### config.mk
export PLATFORM = sky130hd
export DESIGN_NAME = ps2_frame_rx
export DESIGN_NICKNAME = d
export VERILOG_FILES = /design/src/rtl/ps2_frame_rx.sv
export SDC_FILE = /design/constraint.sdc
export NUM_CORES = 1
export LEC_CHECK = 0
export ABC_CLOCK_PERIOD_IN_PS = 4100
export BUFFER_PORTS_ARGS = -buffer_cell sky130_fd_sc_hd__buf_2
export CAP_MARGIN = 20
export CORE_MARGIN = 3
export CORE_UTILIZATION = 35
export CTS_CLUSTER_DIAMETER = 150
export CTS_CLUSTER_SIZE = 8
export DETAILED_ROUTE_END_ITERATION = 8
export GPL_ROUTABILITY_DRIVEN = 0
export SETUP_SLACK_MARGIN = 0.3
export SLEW_MARGIN = 10
export SYNTH_ARGS = -nofsm -noshare
export SYNTH_HDL_FRONTEND = slang
export SYNTH_SLANG_ARGS = --single-unit
export TNS_END_PERCENT = 10
### constraint.sdc
create_clock -name Clock -period 4.1 [get_ports Clock]
set_input_delay 0.82 -clock Clock [delete_from_list [all_inputs] [get_ports Clock]]
set_output_delay 0.82 -clock Clock [all_outputs]
set_load 0.03 [all_outputs]
### src/rtl/ps2_frame_rx.sv
// PS/2 device-to-host frame receiver in the system clock domain.
// Synchronises, deglitches and deserialises 11-bit frames into bytes.
module ps2_frame_rx #(
    parameter int FILTER_LEN     = 8,
    parameter int TIMEOUT_CYCLES = 50000
) (
    input  logic       Clock,
    input  logic       Reset,
    input  logic       iPS2CLK,
    input  logic       iPS2D,
    output logic [7:0] oScanCode,
    output logic       oScanValid,
    output logic       oParityErr,
    output logic       oFrameErr
);

    localparam int TW = (TIMEOUT_CYCLES > 2) ? $clog2(TIMEOUT_CYCLES) : 1;
    localparam logic [TW-1:0] TO_MAX = TW'(TIMEOUT_CYCLES - 1);

    typedef enum logic [1:0] {
        IDLE,
        DATA,
        PARITY,
        STOP
    } state_t;

    logic [1:0]            clk_sync_q;
    logic [1:0]            dat_sync_q;
    logic [FILTER_LEN-1:0] filt_q;
    logic [FILTER_LEN-1:0] filt_d;
    logic                  fclk_q;
    logic                  fclk_d;
    logic                  fclk_prev_q;

    state_t                state_q;
    state_t                state_d;
    logic [2:0]            bitcnt_q;
    logic [2:0]            bitcnt_d;
    logic [7:0]            shift_q;
    logic [7:0]            shift_d;
    logic                  par_q;
    logic                  par_d;
    logic [TW-1:0]         tocnt_q;
    logic [TW-1:0]         tocnt_d;
    logic [7:0]            code_q;
    logic [7:0]            code_d;
    logic                  valid_q;
    logic                  valid_d;
    logic                  perr_q;
    logic                  perr_d;
    logic                  ferr_q;
    logic                  ferr_d;

    logic                  fall;
    logic                  bit_in;
    logic                  timeout;

    // Two-flop synchronisers; idle bus level is high.
    always_ff @(posedge Clock or negedge Reset) begin
        if (!Reset) begin
            clk_sync_q <= 2'b11;
            dat_sync_q <= 2'b11;
        end else begin
            clk_sync_q <= {clk_sync_q[0], iPS2CLK};
            dat_sync_q <= {dat_sync_q[0], iPS2D};
        end
    end

    // Filtered clock only moves once the whole window agrees.
    always_comb begin
        filt_d = {filt_q[FILTER_LEN-2:0], clk_sync_q[1]};
        fclk_d = fclk_q;
        if (filt_q == '0) begin
            fclk_d = 1'b0;
        end else if (filt_q == '1) begin
            fclk_d = 1'b1;
        end
    end

    // Filter window, filtered clock and its one-cycle delayed copy.
    always_ff @(posedge Clock or negedge Reset) begin
        if (!Reset) begin
            filt_q      <= '1;
            fclk_q      <= 1'b1;
            fclk_prev_q <= 1'b1;
        end else begin
            filt_q      <= filt_d;
            fclk_q      <= fclk_d;
            fclk_prev_q <= fclk_q;
        end
    end

    assign fall    = fclk_prev_q & ~fclk_q;
    assign bit_in  = dat_sync_q[1];
    assign timeout = (state_q != IDLE) && (tocnt_q == TO_MAX) && !fall;

    // Frame FSM next state, bit assembly, timeout and result pulses.
    always_comb begin
        state_d  = state_q;
        bitcnt_d = bitcnt_q;
        shift_d  = shift_q;
        par_d    = par_q;
        code_d   = code_q;
        valid_d  = 1'b0;
        perr_d   = 1'b0;
        ferr_d   = 1'b0;

        if (fall || (state_q == IDLE)) begin
            tocnt_d = '0;
        end else if (tocnt_q != TO_MAX) begin
            tocnt_d = tocnt_q + 1'b1;
        end else begin
            tocnt_d = tocnt_q;
        end

        unique case (state_q)
            IDLE: begin
                if (fall && !bit_in) begin
                    state_d  = DATA;
                    bitcnt_d = 3'd0;
                end
            end
            DATA: begin
                if (fall) begin
                    shift_d  = {bit_in, shift_q[7:1]};
                    bitcnt_d = bitcnt_q + 3'd1;
                    if (bitcnt_q == 3'd7) begin
                        state_d = PARITY;
                    end
                end
            end
            PARITY: begin
                if (fall) begin
                    par_d   = bit_in;
                    state_d = STOP;
                end
            end
            STOP: begin
                if (fall) begin
                    state_d = IDLE;
                    if (!bit_in) begin
                        ferr_d = 1'b1;
                    end else if (!(^shift_q ^ par_q)) begin
                        perr_d = 1'b1;
                    end else begin
                        code_d  = shift_q;
                        valid_d = 1'b1;
                    end
                end
            end
            default: begin
                state_d = IDLE;
            end
        endcase

        if (timeout) begin
            state_d = IDLE;
            ferr_d  = 1'b1;
        end
    end

    // Frame state, counters and registered outputs.
    always_ff @(posedge Clock or negedge Reset) begin
        if (!Reset) begin
            state_q  <= IDLE;
            bitcnt_q <= 3'd0;
            shift_q  <= 8'h00;
            par_q    <= 1'b0;
            tocnt_q  <= '0;
            code_q   <= 8'h00;
            valid_q  <= 1'b0;
            perr_q   <= 1'b0;
            ferr_q   <= 1'b0;
        end else begin
            state_q  <= state_d;
            bitcnt_q <= bitcnt_d;
            shift_q  <= shift_d;
            par_q    <= par_d;
            tocnt_q  <= tocnt_d;
            code_q   <= code_d;
            valid_q  <= valid_d;
            perr_q   <= perr_d;
            ferr_q   <= ferr_d;
        end
    end

    assign oScanCode  = code_q;
    assign oScanValid = valid_q;
    assign oParityErr = perr_q;
    assign oFrameErr  = ferr_q;

endmodule
Word level (Yosys, flattened, before mapping)
Index checks and enable logic that the tools add are counted.

storage, ports and cells
  bits in registers = 55
  output and inout port bits = 11
  input bits = 4

cells by class
  multiplexer cells = 26
  add/sub/neg operators = 2
  equality and inequality tests = 14
  bitwise gates (word level) = 3
  reduce and logical (&&, ||, !) cells = 18

operators with widths
  cell                   count
  $mux 16                2
  $add 16x1->16 const B  1
  $eq 16x16->1 const B   1
  $ne 16x16->1 const B   1
  $mux 1                 14
  $mux 2                 6
  $ne 3x3->1 const B     4
  $eq 8x8->1 const B     1
  $logic_not 8->1        1
  $pmux 2 s4             1
  $reduce_bool 2->1      4
  $reduce_xor 8->1       1
  $mux 3                 2
  $pmux 3 s2             1
  $reduce_and 5->1       1
  $eq 2x2->1 const B     2
  $reduce_and 2->1       2
  $reduce_and 4->1       1
  $add 3x1->3 const B    1
  $eq 3x3->1 const B     1
  $logic_and 1x1->1      3
  $ne 3x2->1 const B     1
  $reduce_and 3->1       1
  $eq 2x1->1 const B     1
  other kinds (8)        9

Logic depth before layout (Yosys ltp)
Gate-level depths: netlist of the first run.

  word-level depth = 6
  depth in mapped cells = 7

Least setup slack after synthesis of the first run
OpenSTA, ideal clock, no wires.

  kind = flip-flop to flip-flop
  start point = reg tocnt_q[4]
  end point = reg state_q[0]
  period minus slack after synthesis = 2007 ps
  slack = 2093 ps
  library setup time = 135 ps
  path buffers = 1
  data arrival time = 1872 ps
  cell stages (with the launch flop) = 6
  cell sequence = dfrtp_1 -> or4b_4 -> or4_4 -> buf_6 -> o211ai_1 -> o211ai_1

between the ends
  word-level cells in the longest chain between the ends = 5

ends and longest elaborated chain
  element                                             line  source
  start: declaration                                  43    logic [TW-1:0] tocnt_q;
  start signal: assignment                            179   tocnt_q <= tocnt_d;
  $eq 16x16->1 (*)                                    95    assign timeout = (state_q != IDLE) && (tocnt_q == TO_MAX) && !fall;
  $logic_and 1x1->1 (*) (2 in series)                 95
  $ne 3x3->1 (no line) or $ne 3x2->1 (tied branches)  -
  $reduce_and 5->1 (no line)                          -
  end signal: assignment                              175   state_q <= state_d;
  end: declaration                                    35    state_t state_q;

Mark *: on every way between the ends. The rest lies on a longest branch, timed or not.
A chain may end at the register's enable or synchronous reset.

Worst setup path after layout of the first run
  start point = reg state_q[0]
  end point = reg tocnt_q[15]

between the ends
  word-level cells in the longest chain between the ends = 3

ends and longest elaborated chain
  element                                       line  source
  $logic_not 2->1 (*)                           108   if (fall || (state_q == IDLE)) begin
  $logic_or 1x1->1 (*)                          108
  $mux 16 or $reduce_bool 2->1 (tied branches)  -

Marks and branches as above.

==> results of run 1 <==
==> area by class of cell <==
class / instances / area [sq um]
repair buffers: 15 / 77.6
clock inverters: 1 / 5.00
flip-flops and latches: 55 / 1390
clock buffers: 7 / 108
multi-input cells: 136 / 1030
fillers: 666 / 4070
inverters: 6 / 22.5
well taps: 96 / 120
==> how the worst min path moves through the flow <==
stage	endpoint
2_1_floorplan	clk_sync_q[1]
3_3_place_gp	filt_q[0]
3_5_place_dp	clk_sync_q[1]
4_1_cts	clk_sync_q[1]
5_1_grt	clk_sync_q[1]
6_report	clk_sync_q[1]
==> layer usage <==
layer	GRT usage [%]	vias up	routed length, um
met3	2.76	8	134
met5	0	-	0
met4	3.83	0	62
met1	14.0	762	2060
li1	-	766	-
met2	16.8	21	1730
==> metrics by stage <==
step | area, sq um | total power, W | util, % | setup WS [ps]
floorplan | 2480 | 0.000816 | - | 2090
global placement | 2650 | 0.000875 | 38.7 | 2010
detailed placement | 2650 | 0.000878 | 38.7 | 1970
CTS | 2760 | 0.00123 | 40.4 | 1950
global route | 2760 | 0.00130 | 40.4 | 1730
finish | 2760 | 0.00121 | 40.4 | 1970
==> placed cells by master (no fill, tap or decap), types with 3 or more instances in the layout <==
| master | instances |
|---|---|
| a21oi_1 | 7 |
| a22o_1 | 3 |
| buf_2 | 14 |
| clkbuf_8 | 6 |
| dfrtp_1 | 41 |
| dfstp_2 | 14 |
| ha_1 | 8 |
| inv_1 | 6 |
| mux2_2 | 15 |
| nand2_1 | 14 |
| nand4_1 | 5 |
| nor2_1 | 13 |
| nor3_1 | 4 |
| nor4_1 | 3 |
| o211ai_1 | 8 |
| o21ai_0 | 7 |
| or4_1 | 4 |
| xnor2_1 | 6 |
| xor2_1 | 5 |
==> registers in the layout (all words and copies together) (netlist names) <==
name	count
state_q	2
oParityErr	1
fclk_prev_q	1
oScanValid	1
oFrameErr	1
bitcnt_q	3
dat_sync_q	2
shift_q	8
tocnt_q	16
par_q	1
fclk_q	1
oScanCode	8
filt_q	8
clk_sync_q	2
==> logic make-up (layout without fill, tap and decap cells) <==
logic type,Yosys count,after routing
compound gates,31,31
xor+xnor,13,13
fa+ha+maj,8,8
buf+inv,12,29
flops,55,55
mux,18,18
simple gates,66,66
==> power by group through the flow <==
stage	combinational, W	sequential, W	clock (W)
2_1_floorplan	0.000192	0.000624	0
3_3_place_gp	0.000244	0.000631	0
3_5_place_dp	0.000246	0.000632	0
4_1_cts	0.000246	0.000623	0.000360
5_1_grt	0.000282	0.000630	0.000386
6_report	0.000244	0.000624	0.000344
==> flow_results.xml, run 1 <==
<?xml version="1.0" encoding="UTF-8"?>
<metrics>
  <group name="worst_setup_path">
    <metric name="worst-r2r-cell-count" unit="">5</metric>
    <metric name="worstSetupEndpoint" unit="">tocnt_q[15]</metric>
    <metric name="cpLargestDelayFamily" unit="">simple AND/OR/NAND/NOR gates</metric>
    <metric name="critical_path_required" unit="ps">4350</metric>
    <metric name="timing.rr.start" unit="">state_q[0]</metric>
    <metric name="reg2reg_slack" unit="ps">1970</metric>
    <metric name="critPathLaunchType" unit="">flip-flop</metric>
    <metric name="cp_data_arrival_time" unit="ps">2390</metric>
    <metric name="cp_num_buf_inv" unit="">1</metric>
    <metric name="crit_slowest_cell" unit="">or4_1</metric>
    <metric name="max_stage_delay" unit="ps">640</metric>
    <metric name="critPathCaptureType" unit="">flip-flop</metric>
    <metric name="regToRegEndpoint" unit="">tocnt_q[15]</metric>
    <metric name="timing.critical_path.cells" unit="">inv_1 -&gt; ha_1 -&gt; nand2b_1 -&gt; or4_1 -&gt; nand2_1</metric>
    <metric name="crit_path_max_fanout" unit="">20</metric>
    <metric name="worst-setup-path-type" unit="">flip-flop to flip-flop</metric>
    <metric name="crit_path_start" unit="">state_q[0]</metric>
    <metric name="path_depth" unit="">5</metric>
  </group>
  <group name="timing">
    <metric name="hold_violations" unit="">0</metric>
    <metric name="worst_pin_slew" unit="ps">899</metric>
    <metric name="setup_violations" unit="">0</metric>
    <metric name="drv_slew" unit="">0</metric>
    <metric name="clock.fmax" unit="GHz">0.469</metric>
    <metric name="layout_min_cycle_time" unit="ps">2130</metric>
    <metric name="fin_hold_ws" unit="ps">359</metric>
    <metric name="final.setup.tns" unit="ps">0</metric>
    <metric name="rsz0062_at_grt" unit="">false</metric>
    <metric name="finalCritPeriodShare" unit="%">52.0</metric>
    <metric name="worst_clock_skew" unit="ps">4.66</metric>
    <metric name="slew-limit-headroom" unit="%">40.1</metric>
  </group>
  <group name="route">
    <metric name="drc" unit="">0</metric>
    <metric name="1st_iter_drt_viols" unit="">99</metric>
    <metric name="vias" unit="">1557</metric>
    <metric name="drt-vias-per-instance" unit="">4.93</metric>
    <metric name="drt_wl_total" unit="mm">3.99</metric>
    <metric name="drtPass1Iterations" unit="">4</metric>
    <metric name="detail-route-antenna-nets" unit="">0</metric>
    <metric name="wl_per_cell" unit="um">12.6</metric>
  </group>
  <group name="finish">
    <metric name="instances_no_fill" unit="">316</metric>
    <metric name="area_growth_syn_to_layout" unit="%">11.3</metric>
    <metric name="fin_nets" unit="">231</metric>
    <metric name="antenna_cells" unit="">0</metric>
    <metric name="drive_gt1_share" unit="%">27.7</metric>
  </group>
  <group name="clock_tree">
    <metric name="cts_hold_buffers" unit="">0</metric>
    <metric name="clock_path_buffers" unit="">2</metric>
    <metric name="worst_skew_pair.late_latency" unit="ps">300</metric>
    <metric name="tritoncts_buffers" unit="">5</metric>
    <metric name="cts_root_buf" unit="">clkbuf_8</metric>
    <metric name="cts.clk_slew.worst_paths" unit="ps">90</metric>
    <metric name="cts.sink_count" unit="">55</metric>
    <metric name="cts.repair.resized" unit="">0</metric>
    <metric name="htree_num_levels" unit="">2</metric>
    <metric name="cts_tree" unit="">done</metric>
    <metric name="cts_setup_buffers" unit="">0</metric>
  </group>
  <group name="power">
    <metric name="share_seq_of_total_power" unit="%">51.5</metric>
    <metric name="p_int" unit="W">0.000855</metric>
    <metric name="power.share.switching" unit="%">29.5</metric>
    <metric name="power.clock.fraction" unit="%">28.4</metric>
    <metric name="power_switching" unit="W">0.000357</metric>
    <metric name="comb_power_share" unit="%">20.2</metric>
    <metric name="vdd.ir_drop.worst" unit="uV">190</metric>
    <metric name="power_density" unit="nW/um^2">439</metric>
    <metric name="power.leakage" unit="nW">1.25</metric>
  </group>
  <group name="logic_synthesis">
    <metric name="yosysWarnings" unit="">0</metric>
    <metric name="synth_simple_gate_area_share" unit="%">15.5</metric>
    <metric name="synth_largest_type_area_fraction" unit="%">41.4</metric>
    <metric name="synthDominantAreaCellType" unit="">dfrtp_1</metric>
    <metric name="synth_cell_type_count" unit="">43</metric>
    <metric name="synth_top_flop_cell" unit="">dfrtp_1</metric>
    <metric name="synth_compound_area_share" unit="%">8.18</metric>
    <metric name="synthesis.area" unit="sq um">2480</metric>
    <metric name="syn_nets" unit="">215</metric>
    <metric name="postSynth.asyncResetShare" unit="%">100</metric>
    <metric name="synth-seq-area-share" unit="%">56.3</metric>
    <metric name="synth.most_common_cell" unit="">dfrtp_1</metric>
    <metric name="yosys-mux-area-fraction" unit="%">8.18</metric>
    <metric name="main_combinational_cell_family_by_area_after_synthesis" unit="">simple AND/OR/NAND/NOR gates</metric>
    <metric name="synth_cells" unit="">203</metric>
    <metric name="synth.avg_cell_area" unit="sq um">12.2</metric>
    <metric name="ys_seq_elements" unit="">55</metric>
    <metric name="synth_top_cells_by_area" unit="">dfrtp_1 (41%), dfstp_2 (15%), mux2_2 (6.8%)</metric>
    <metric name="number_of_enable_type_register_cells_in_the_synthesized_netlist" unit="">0</metric>
    <metric name="post_synth_xor_area_fraction" unit="%">5.71</metric>
    <metric name="synth_adder_area_share" unit="%">4.04</metric>
    <metric name="synth.top_cells.by_count" unit="">dfrtp_1 (41), mux2_2 (15), dfstp_2 (14), nand2_1 (14), nor2_1 (13)</metric>
  </group>
  <group name="grt">
    <metric name="gr-usage-all-layers" unit="%">10.6</metric>
    <metric name="grt_start_max_net_pins" unit="">43</metric>
    <metric name="grt_overflow_total" unit="">0</metric>
    <metric name="grt_pass1_vias" unit="">1531</metric>
    <metric name="grt_antenna_before_repair" unit="">0</metric>
    <metric name="grt_first_pass_wirelength" unit="mm">7.12</metric>
  </group>
  <group name="hold_path">
    <metric name="min_path_cells" unit="">0</metric>
    <metric name="min_from" unit="">clk_sync_q[0]</metric>
    <metric name="hp-class" unit="">flip-flop to flip-flop</metric>
  </group>
  <group name="floorplan">
    <metric name="core.rowCount" unit="">30</metric>
    <metric name="pin_count" unit="">15</metric>
    <metric name="fp.dieArea" unit="sq um">8120</metric>
    <metric name="design.core.area" unit="sq um">6830</metric>
    <metric name="floorplan.initialDensity" unit="%">36.3</metric>
    <metric name="chipHeight" unit="um">90.1</metric>
    <metric name="die_width" unit="um">90.1</metric>
  </group>
  <group name="place">
    <metric name="hpwl" unit="mm">2.75</metric>
    <metric name="dp_cells" unit="">308</metric>
    <metric name="port_buffers" unit="">14</metric>
  </group>
  <group name="run_status">
    <metric name="status" unit="">finished clean</metric>
  </group>
  <group name="job">
    <metric name="drv_cap" unit="">0</metric>
  </group>
</metrics>
(Power assumes the default switching activity.)
==> run 2: changes to the inputs <==
--- a/config.mk
+++ b/config.mk
@@ -5,7 +5,8 @@
 export SDC_FILE = /design/constraint.sdc
 export NUM_CORES = 1
 export LEC_CHECK = 0
-export ABC_CLOCK_PERIOD_IN_PS = 4100
+export ABC_AREA = 1
+export ABC_CLOCK_PERIOD_IN_PS = 1900
 export BUFFER_PORTS_ARGS = -buffer_cell sky130_fd_sc_hd__buf_2
 export CAP_MARGIN = 20
 export CORE_MARGIN = 3
==> constraint.sdc (replaced) <==
create_clock -name Clock -period 1.9 [get_ports Clock]
set_input_delay 0.38 -clock Clock [delete_from_list [all_inputs] [get_ports Clock]]
set_output_delay 0.38 -clock Clock [all_outputs]
set_load 0.03 [all_outputs]
==> run 2 against run 1 <==
Sequential power grew 120%; clock skew is essentially flat; setup slack worse by 1600 ps; critical endpoint is now tocnt_q[2]; largest cell class unchanged; largest power group unchanged.
==> flow_results.xml, run 2 <==
<?xml version="1.0" encoding="UTF-8"?>
<metrics>
  <group name="place">
    <metric name="hpwl" unit="mm">3.45</metric>
    <metric name="port_buffers" unit="">14</metric>
    <metric name="post-place-ws" unit="ps">262</metric>
  </group>
  <group name="run_status">
    <metric name="status" unit="">finished clean</metric>
  </group>
  <group name="timing">
    <metric name="worst_pin_slew" unit="ps">512</metric>
    <metric name="fin_hold_ws" unit="ps">38.7</metric>
    <metric name="slew-limit-headroom" unit="%">65.9</metric>
    <metric name="drv_slew" unit="">0</metric>
    <metric name="final.setup.worst_slack" unit="ps">338</metric>
    <metric name="setup_violations" unit="">0</metric>
    <metric name="worst_clock_skew" unit="ps">4.27</metric>
    <metric name="final.setup.tns" unit="ps">0</metric>
    <metric name="layout_min_cycle_time" unit="ps">1560</metric>
    <metric name="rsz0062_at_grt" unit="">true</metric>
    <metric name="hold_violations" unit="">0</metric>
    <metric name="finalCritPeriodShare" unit="%">82.2</metric>
    <metric name="clock.fmax" unit="GHz">0.640</metric>
  </group>
  <group name="clock_tree">
    <metric name="worst_skew_pair.late_latency" unit="ps">300</metric>
    <metric name="cts.clk_slew.worst_paths" unit="ps">90</metric>
    <metric name="cts.sink_count" unit="">55</metric>
    <metric name="cts_root_buf" unit="">clkbuf_8</metric>
    <metric name="tritoncts_buffers" unit="">5</metric>
    <metric name="htree_num_levels" unit="">2</metric>
    <metric name="cts_tree" unit="">done</metric>
    <metric name="clock_path_buffers" unit="">2</metric>
  </group>
  <group name="power">
    <metric name="power.share.switching" unit="%">34.5</metric>
    <metric name="share_seq_of_total_power" unit="%">48.8</metric>
    <metric name="fin_total_pwr" unit="W">0.00286</metric>
    <metric name="power.leakage" unit="nW">1.42</metric>
    <metric name="power_density" unit="nW/um^2">984</metric>
    <metric name="power_switching" unit="W">0.000986</metric>
    <metric name="comb_power_share" unit="%">28.3</metric>
    <metric name="p_int" unit="W">0.00187</metric>
    <metric name="vdd.ir_drop.worst" unit="uV">339</metric>
    <metric name="power.clock.fraction" unit="%">22.9</metric>
  </group>
  <group name="logic_synthesis">
    <metric name="synth.avg_cell_area" unit="sq um">8.82</metric>
    <metric name="synth_cells" unit="">290</metric>
    <metric name="synth_largest_type_area_fraction" unit="%">40.1</metric>
    <metric name="synth.top_cells.by_count" unit="">nand2_1 (78), dfrtp_1 (41), inv_1 (34), nor2_1 (22), o21ai_0 (21)</metric>
    <metric name="synthesis.area" unit="sq um">2560</metric>
    <metric name="synth_cell_type_count" unit="">28</metric>
    <metric name="number_of_enable_type_register_cells_in_the_synthesized_netlist" unit="">0</metric>
    <metric name="yosysWarnings" unit="">0</metric>
    <metric name="synth.most_common_cell" unit="">nand2_1</metric>
    <metric name="synthDominantAreaCellType" unit="">dfrtp_1</metric>
    <metric name="ys_seq_elements" unit="">55</metric>
    <metric name="synth_top_flop_cell" unit="">dfrtp_1</metric>
    <metric name="postSynth.asyncResetShare" unit="%">100</metric>
    <metric name="syn_nets" unit="">302</metric>
    <metric name="synth-seq-area-share" unit="%">54.5</metric>
    <metric name="synth_top_cells_by_area" unit="">dfrtp_1 (40%), dfstp_2 (14%), nand2_1 (11%)</metric>
  </group>
  <group name="worst_setup_path">
    <metric name="timing.critical_path.cells" unit="">inv_2 -&gt; nand2_1 -&gt; inv_2 -&gt; nor2_4 -&gt; buf_4 -&gt; inv_1 -&gt; o31ai_1</metric>
    <metric name="worst-r2r-cell-count" unit="">7</metric>
    <metric name="critPathLaunchType" unit="">flip-flop</metric>
    <metric name="cpLargestDelayFamily" unit="">flip-flops</metric>
    <metric name="critical_path_required" unit="ps">2110</metric>
    <metric name="critPathCaptureType" unit="">flip-flop</metric>
    <metric name="max_stage_delay" unit="ps">550</metric>
    <metric name="regToRegEndpoint" unit="">tocnt_q[2]</metric>
    <metric name="reg2reg_slack" unit="ps">340</metric>
    <metric name="cp_data_arrival_time" unit="ps">1770</metric>
    <metric name="cp_num_buf_inv" unit="">4</metric>
    <metric name="crit_path_max_fanout" unit="">8</metric>
    <metric name="timing.rr.start" unit="">fclk_q</metric>
    <metric name="critPathMostFrequentCell" unit="">inv_2</metric>
    <metric name="crit_slowest_cell" unit="">dfstp_2</metric>
    <metric name="worst-setup-path-type" unit="">flip-flop to flip-flop</metric>
  </group>
  <group name="floorplan">
    <metric name="floorplan.initialDensity" unit="%">36.8</metric>
    <metric name="chipHeight" unit="um">91.5</metric>
    <metric name="core.rowCount" unit="">30</metric>
    <metric name="die_width" unit="um">91.5</metric>
    <metric name="design.core.area" unit="sq um">6940</metric>
    <metric name="pin_count" unit="">15</metric>
    <metric name="fp.dieArea" unit="sq um">8370</metric>
  </group>
  <group name="route">
    <metric name="drt_wl_total" unit="mm">4.53</metric>
    <metric name="drtPass1Iterations" unit="">4</metric>
    <metric name="drc" unit="">0</metric>
    <metric name="drt-vias-per-instance" unit="">4.59</metric>
    <metric name="1st_iter_drt_viols" unit="">89</metric>
    <metric name="detail-route-antenna-nets" unit="">0</metric>
    <metric name="wl_per_cell" unit="um">11.0</metric>
    <metric name="vias" unit="">1887</metric>
  </group>
  <group name="grt">
    <metric name="gr-usage-all-layers" unit="%">12.1</metric>
    <metric name="grt_pass1_vias" unit="">1820</metric>
    <metric name="grt_antenna_before_repair" unit="">0</metric>
    <metric name="grt_first_pass_wirelength" unit="mm">8.25</metric>
    <metric name="grt_start_max_net_pins" unit="">23</metric>
    <metric name="grt_overflow_total" unit="">0</metric>
  </group>
  <group name="job">
    <metric name="drv_cap" unit="">0</metric>
  </group>
  <group name="finish">
    <metric name="most_common_library_cell_in_the_layout_ignoring_fill_and_taps" unit="">nand2_1</metric>
    <metric name="area_growth_syn_to_layout" unit="%">13.5</metric>
    <metric name="drive_gt1_share" unit="%">19.4</metric>
    <metric name="postLayoutCoreUtil" unit="%">41.8</metric>
    <metric name="layout_common_cells" unit="">nand2_1 (77), dfrtp_1 (41), inv_1 (34)</metric>
    <metric name="fin_nets" unit="">326</metric>
    <metric name="largest_reg_flops" unit="">16</metric>
    <metric name="antenna_cells" unit="">0</metric>
    <metric name="largest_register" unit="">tocnt_q</metric>
  </group>
  <group name="hold_path">
    <metric name="hp-class" unit="">input port to asynchronous set/reset pin</metric>
  </group>
</metrics>
run 2: cell types whose count changed after synthesis, moves of 4 or more:
cell | previous run | this run
or4_1 | 4 | 0
nand3_1 | 2 | 9
nand2_1 | 14 | 78
inv_2 | 0 | 6
nor2_1 | 13 | 22
xnor2_1 | 6 | 2
inv_1 | 6 | 34
nand4_1 | 5 | 14
o211ai_1 | 8 | 0
o21ai_0 | 7 | 21
mux2_2 | 15 | 0
run 2: cell type report:
class	count	area, sq um
clock buffer	7	86.3
sequential	55	1390
tap	96	120
fill	698	4040
timing repair buffer	19	133
multi-input combinational	193	1010
clock inverter	1	5.00
inverter	40	150
run 2: worst max-delay path by stage:
stage / startpoint / endpoint / slack (ps) / cells past startpoint
detailed placement: fclk_q / state_q[1] / 260 / 9
global placement: fclk_q / state_q[0] / 320 / 9
CTS: fclk_q / tocnt_q[1] / 260 / 8
finish: fclk_q / tocnt_q[2] / 340 / 7
global route: tocnt_q[0] / state_q[0] / 200 / 9
floorplan: fclk_q / state_q[0] / 500 / 9
run 2: kinds of logic after synthesis:
logic type / after synthesis / synth area share (%)
compound gates: 37 / 7.83
xor+xnor: 4 / 1.37
fa+ha+maj: 8 / 3.91
buf+inv: 42 / 6.21
flops: 55 / 54.5
simple gates: 144 / 26.2
run 2: power groups by stage:
stage | combinational (W) | clock, W | sequential [W]
floorplan | 0.000619 | 0 | 0.00139
finish | 0.000809 | 0.000653 | 0.00139
detailed placement | 0.000800 | 0 | 0.00142
global placement | 0.000783 | 0 | 0.00141
global route | 0.000936 | 0.000734 | 0.00141
CTS | 0.000801 | 0.000687 | 0.00140
run 2: repair_timing:
action / CTS / global route
gates resized for setup: 0 / 5
setup buffers: 1 / 0
gates cloned: 0 / 0
setup endpoints to repair: 4 / 22
hold buffers: 0 / 0
pin swaps: 1 / 0
run 2: metal layers:
layer	GRT usage [%]	part of all wire [%]	up-vias
li1	-	-	990
met1	16.6	50	864
met2	18.8	46	29
met3	2.32	3.1	4
met4	4.52	1.3	0
met5	0	0	-
run 2: stage by stage:
stage	std cells	area, sq um
after floorplan	290	2560
after global routing	411	2900
after global placement	402	2790
final	411	2900
after CTS	411	2890
after detailed placement	402	2790
==> run 3: changes to the inputs <==
--- a/config.mk
+++ b/config.mk
@@ -6,7 +6,7 @@
 export NUM_CORES = 1
 export LEC_CHECK = 0
 export ABC_AREA = 1
-export ABC_CLOCK_PERIOD_IN_PS = 1900
+export ABC_CLOCK_PERIOD_IN_PS = 1300
 export BUFFER_PORTS_ARGS = -buffer_cell sky130_fd_sc_hd__buf_2
 export CAP_MARGIN = 20
 export CORE_MARGIN = 3
==> constraint.sdc (replaced) <==
create_clock -name Clock -period 1.3 [get_ports Clock]
set_input_delay 0.26 -clock Clock [delete_from_list [all_inputs] [get_ports Clock]]
set_output_delay 0.26 -clock Clock [all_outputs]
set_load 0.03 [all_outputs]
==> run 3 against run 2 <==
The flow now finishes with violations (negative setup slack); clock-buffer cell count is the same; final cell count grew 13%; critical path depth grew 1; die area is the same; combinational power grew to 2.7 times the previous value; routed wire length grew 21%; non-clock buffer count grew 51; first-iteration DRC count shrank 11%; largest power group is now combinational cells.
==> flow_results.xml, run 3 (synthesized netlist as in run 2, its figures left out) <==
<?xml version="1.0" encoding="UTF-8"?>
<metrics>
  <group name="timing">
    <metric name="setup_violations" unit="">23</metric>
    <metric name="drv_slew" unit="">0</metric>
    <metric name="worst_clock_skew" unit="ps">12.9</metric>
    <metric name="final.setup.worst_slack" unit="ps">-179</metric>
    <metric name="fin_hold_ws" unit="ps">27.8</metric>
    <metric name="slew-limit-headroom" unit="%">75.3</metric>
    <metric name="finalCritPeriodShare" unit="%">114</metric>
    <metric name="rsz0062_at_grt" unit="">true</metric>
    <metric name="clock.fmax" unit="GHz">0.676</metric>
    <metric name="hold_violations" unit="">0</metric>
    <metric name="worst_pin_slew" unit="ps">367</metric>
    <metric name="layout_min_cycle_time" unit="ps">1480</metric>
  </group>
  <group name="worst_setup_path">
    <metric name="worst-setup-path-type" unit="">flip-flop to flip-flop</metric>
    <metric name="crit_path_max_fanout" unit="">4</metric>
    <metric name="critPathLaunchType" unit="">flip-flop</metric>
    <metric name="cp_data_arrival_time" unit="ps">1690</metric>
    <metric name="crit_slowest_cell" unit="">dfstp_2</metric>
    <metric name="max_stage_delay" unit="ps">550</metric>
    <metric name="critical_path_required" unit="ps">1510</metric>
    <metric name="critPathCaptureType" unit="">flip-flop</metric>
    <metric name="critPathMostFrequentCell" unit="">buf_4</metric>
    <metric name="timing.critical_path.cells" unit="">inv_2 -&gt; nand2_4 -&gt; inv_6 -&gt; nor2_4 -&gt; nand4_1 -&gt; buf_4 -&gt; buf_4 -&gt; o31ai_1</metric>
  </group>
  <group name="grt">
    <metric name="grt_antenna_before_repair" unit="">0</metric>
    <metric name="grt_first_pass_wirelength" unit="mm">9.08</metric>
    <metric name="gr-usage-all-layers" unit="%">13.2</metric>
    <metric name="grt_overflow_total" unit="">0</metric>
    <metric name="grt_pass1_vias" unit="">2073</metric>
    <metric name="grt_start_max_net_pins" unit="">56</metric>
  </group>
  <group name="route">
    <metric name="drtPass1Iterations" unit="">4</metric>
    <metric name="detail-route-antenna-nets" unit="">0</metric>
    <metric name="1st_iter_drt_viols" unit="">79</metric>
    <metric name="drt_wl_total" unit="mm">5.50</metric>
    <metric name="drc" unit="">0</metric>
    <metric name="drt-vias-per-instance" unit="">4.66</metric>
    <metric name="vias" unit="">2156</metric>
    <metric name="wl_per_cell" unit="um">11.9</metric>
  </group>
  <group name="floorplan">
    <metric name="chipHeight" unit="um">91.5</metric>
    <metric name="design.core.area" unit="sq um">6940</metric>
    <metric name="floorplan.initialDensity" unit="%">36.8</metric>
    <metric name="die_width" unit="um">91.5</metric>
    <metric name="pin_count" unit="">15</metric>
    <metric name="fp.dieArea" unit="sq um">8370</metric>
    <metric name="core.rowCount" unit="">30</metric>
  </group>
  <group name="finish">
    <metric name="final.fill_count" unit="">617</metric>
    <metric name="largest_reg_flops" unit="">16</metric>
    <metric name="drive_gt1_share" unit="%">47.1</metric>
    <metric name="most_common_library_cell_in_the_layout_ignoring_fill_and_taps" unit="">nand2_1</metric>
    <metric name="layout_common_cells" unit="">nand2_1 (58), buf_4 (44), dfrtp_1 (38)</metric>
    <metric name="largest_register" unit="">tocnt_q</metric>
    <metric name="area_growth_syn_to_layout" unit="%">42.8</metric>
    <metric name="fin_nets" unit="">378</metric>
    <metric name="postLayoutCoreUtil" unit="%">52.6</metric>
    <metric name="stdcell_area" unit="sq um">3650</metric>
    <metric name="antenna_cells" unit="">0</metric>
  </group>
  <group name="job">
    <metric name="drv_cap" unit="">0</metric>
  </group>
  <group name="run_status">
    <metric name="status" unit="">finished, violations left</metric>
    <metric name="violated_checks" unit="">negative setup slack</metric>
  </group>
  <group name="clock_tree">
    <metric name="htree_num_levels" unit="">2</metric>
    <metric name="cts.clk_slew.worst_paths" unit="ps">110</metric>
    <metric name="tritoncts_buffers" unit="">5</metric>
    <metric name="worst_skew_pair.late_latency" unit="ps">320</metric>
    <metric name="cts_root_buf" unit="">clkbuf_8</metric>
    <metric name="clock_path_buffers" unit="">2</metric>
    <metric name="cts_tree" unit="">done</metric>
    <metric name="cts.sink_count" unit="">55</metric>
  </group>
  <group name="power">
    <metric name="vdd.ir_drop.worst" unit="uV">518</metric>
    <metric name="power_density" unit="nW/um^2">1450</metric>
    <metric name="power.leakage" unit="nW">1.73</metric>
    <metric name="fin_total_pwr" unit="W">0.00528</metric>
  </group>
  <group name="place">
    <metric name="hpwl" unit="mm">3.62</metric>
    <metric name="postPlaceCellArea" unit="sq um">3150</metric>
    <metric name="port_buffers" unit="">14</metric>
  </group>
  <group name="hold_path">
    <metric name="hp-class" unit="">input port to flip-flop</metric>
  </group>
</metrics>
==> run 3: critical path, delay by kind of cell (launching register included) <==
kind	cells	cell delay, ps
compound gates	1	80
buf+inv	4	410
flops	1	550
simple gates	3	340
==> run 3: area by class of cell <==
class	count	area, sq um	area share, %
Timing Repair Buffer	70	616	16.9
Clock buffer	7	97.6	2.67
Clock inverter	1	7.51	0.206
Sequential cell	55	1400	38.3
Tap cell	96	120	3.29
Inverter	40	158	4.32
Multi-Input combinational cell	194	1250	34.4
==> run 3: repair_timing <==
item	in CTS	in global routing
setup endpoints to repair	53	53
pin swaps	17	25
endpoints found under the hold margin	41	0
buffers inserted	1	9
gates resized for setup	63	47
hold buffers	1	0
cloned	0	1
==> run 3: where the power goes <==
group	internal, W	switching (W)	leakage, nW	total [W]
clock	0.000499	0.000587	0.0496	0.00109
sequential	0.00190	0.000141	0.706	0.00204
combinational	0.00102	0.00114	0.972	0.00216
==> run 3: stage by stage <==
| step | cells | setup WS (ps) | setup TNS (ps) |
|---|---|---|---|
| 6_report | 463 | -179 | -1970 |
| 5_1_grt | 463 | -235 | -4730 |
| 4_1_cts | 453 | -154 | -2240 |
| 3_5_place_dp | 443 | -246 | -2700 |
| 3_3_place_gp | 443 | -160 | -1900 |
| 2_1_floorplan | 290 | -47.1 | -242 |
==> run 3: path summary, 6_finish.rpt <==
| kind | start | end | slack, ps | cells past startpoint |
|---|---|---|---|---|
| worst max-delay path | fclk_q | oFrameErr | -180 | 8 |
| worst min-delay path | iPS2CLK | clk_sync_q[0] | 30 | 1 |
| worst max register to register | fclk_q | oFrameErr | -180 | 8 |
| worst min register to register | dat_sync_q[0] | dat_sync_q[1] | 360 | 0 |
| max in group asynchronous | Reset | clk_sync_q[1] | 540 | 3 |
| min in group asynchronous | Reset | oScanCode[5] | 450 | 3 |
==> run 3: metal layers <==
layer	vias to the layer above	GRT usage (%)	wire (um)
li1	1091	-	-
met1	1023	17.4	2560
met2	33	21.2	2690
met3	9	2.49	158
met4	0	5.28	99
met5	-	0	0
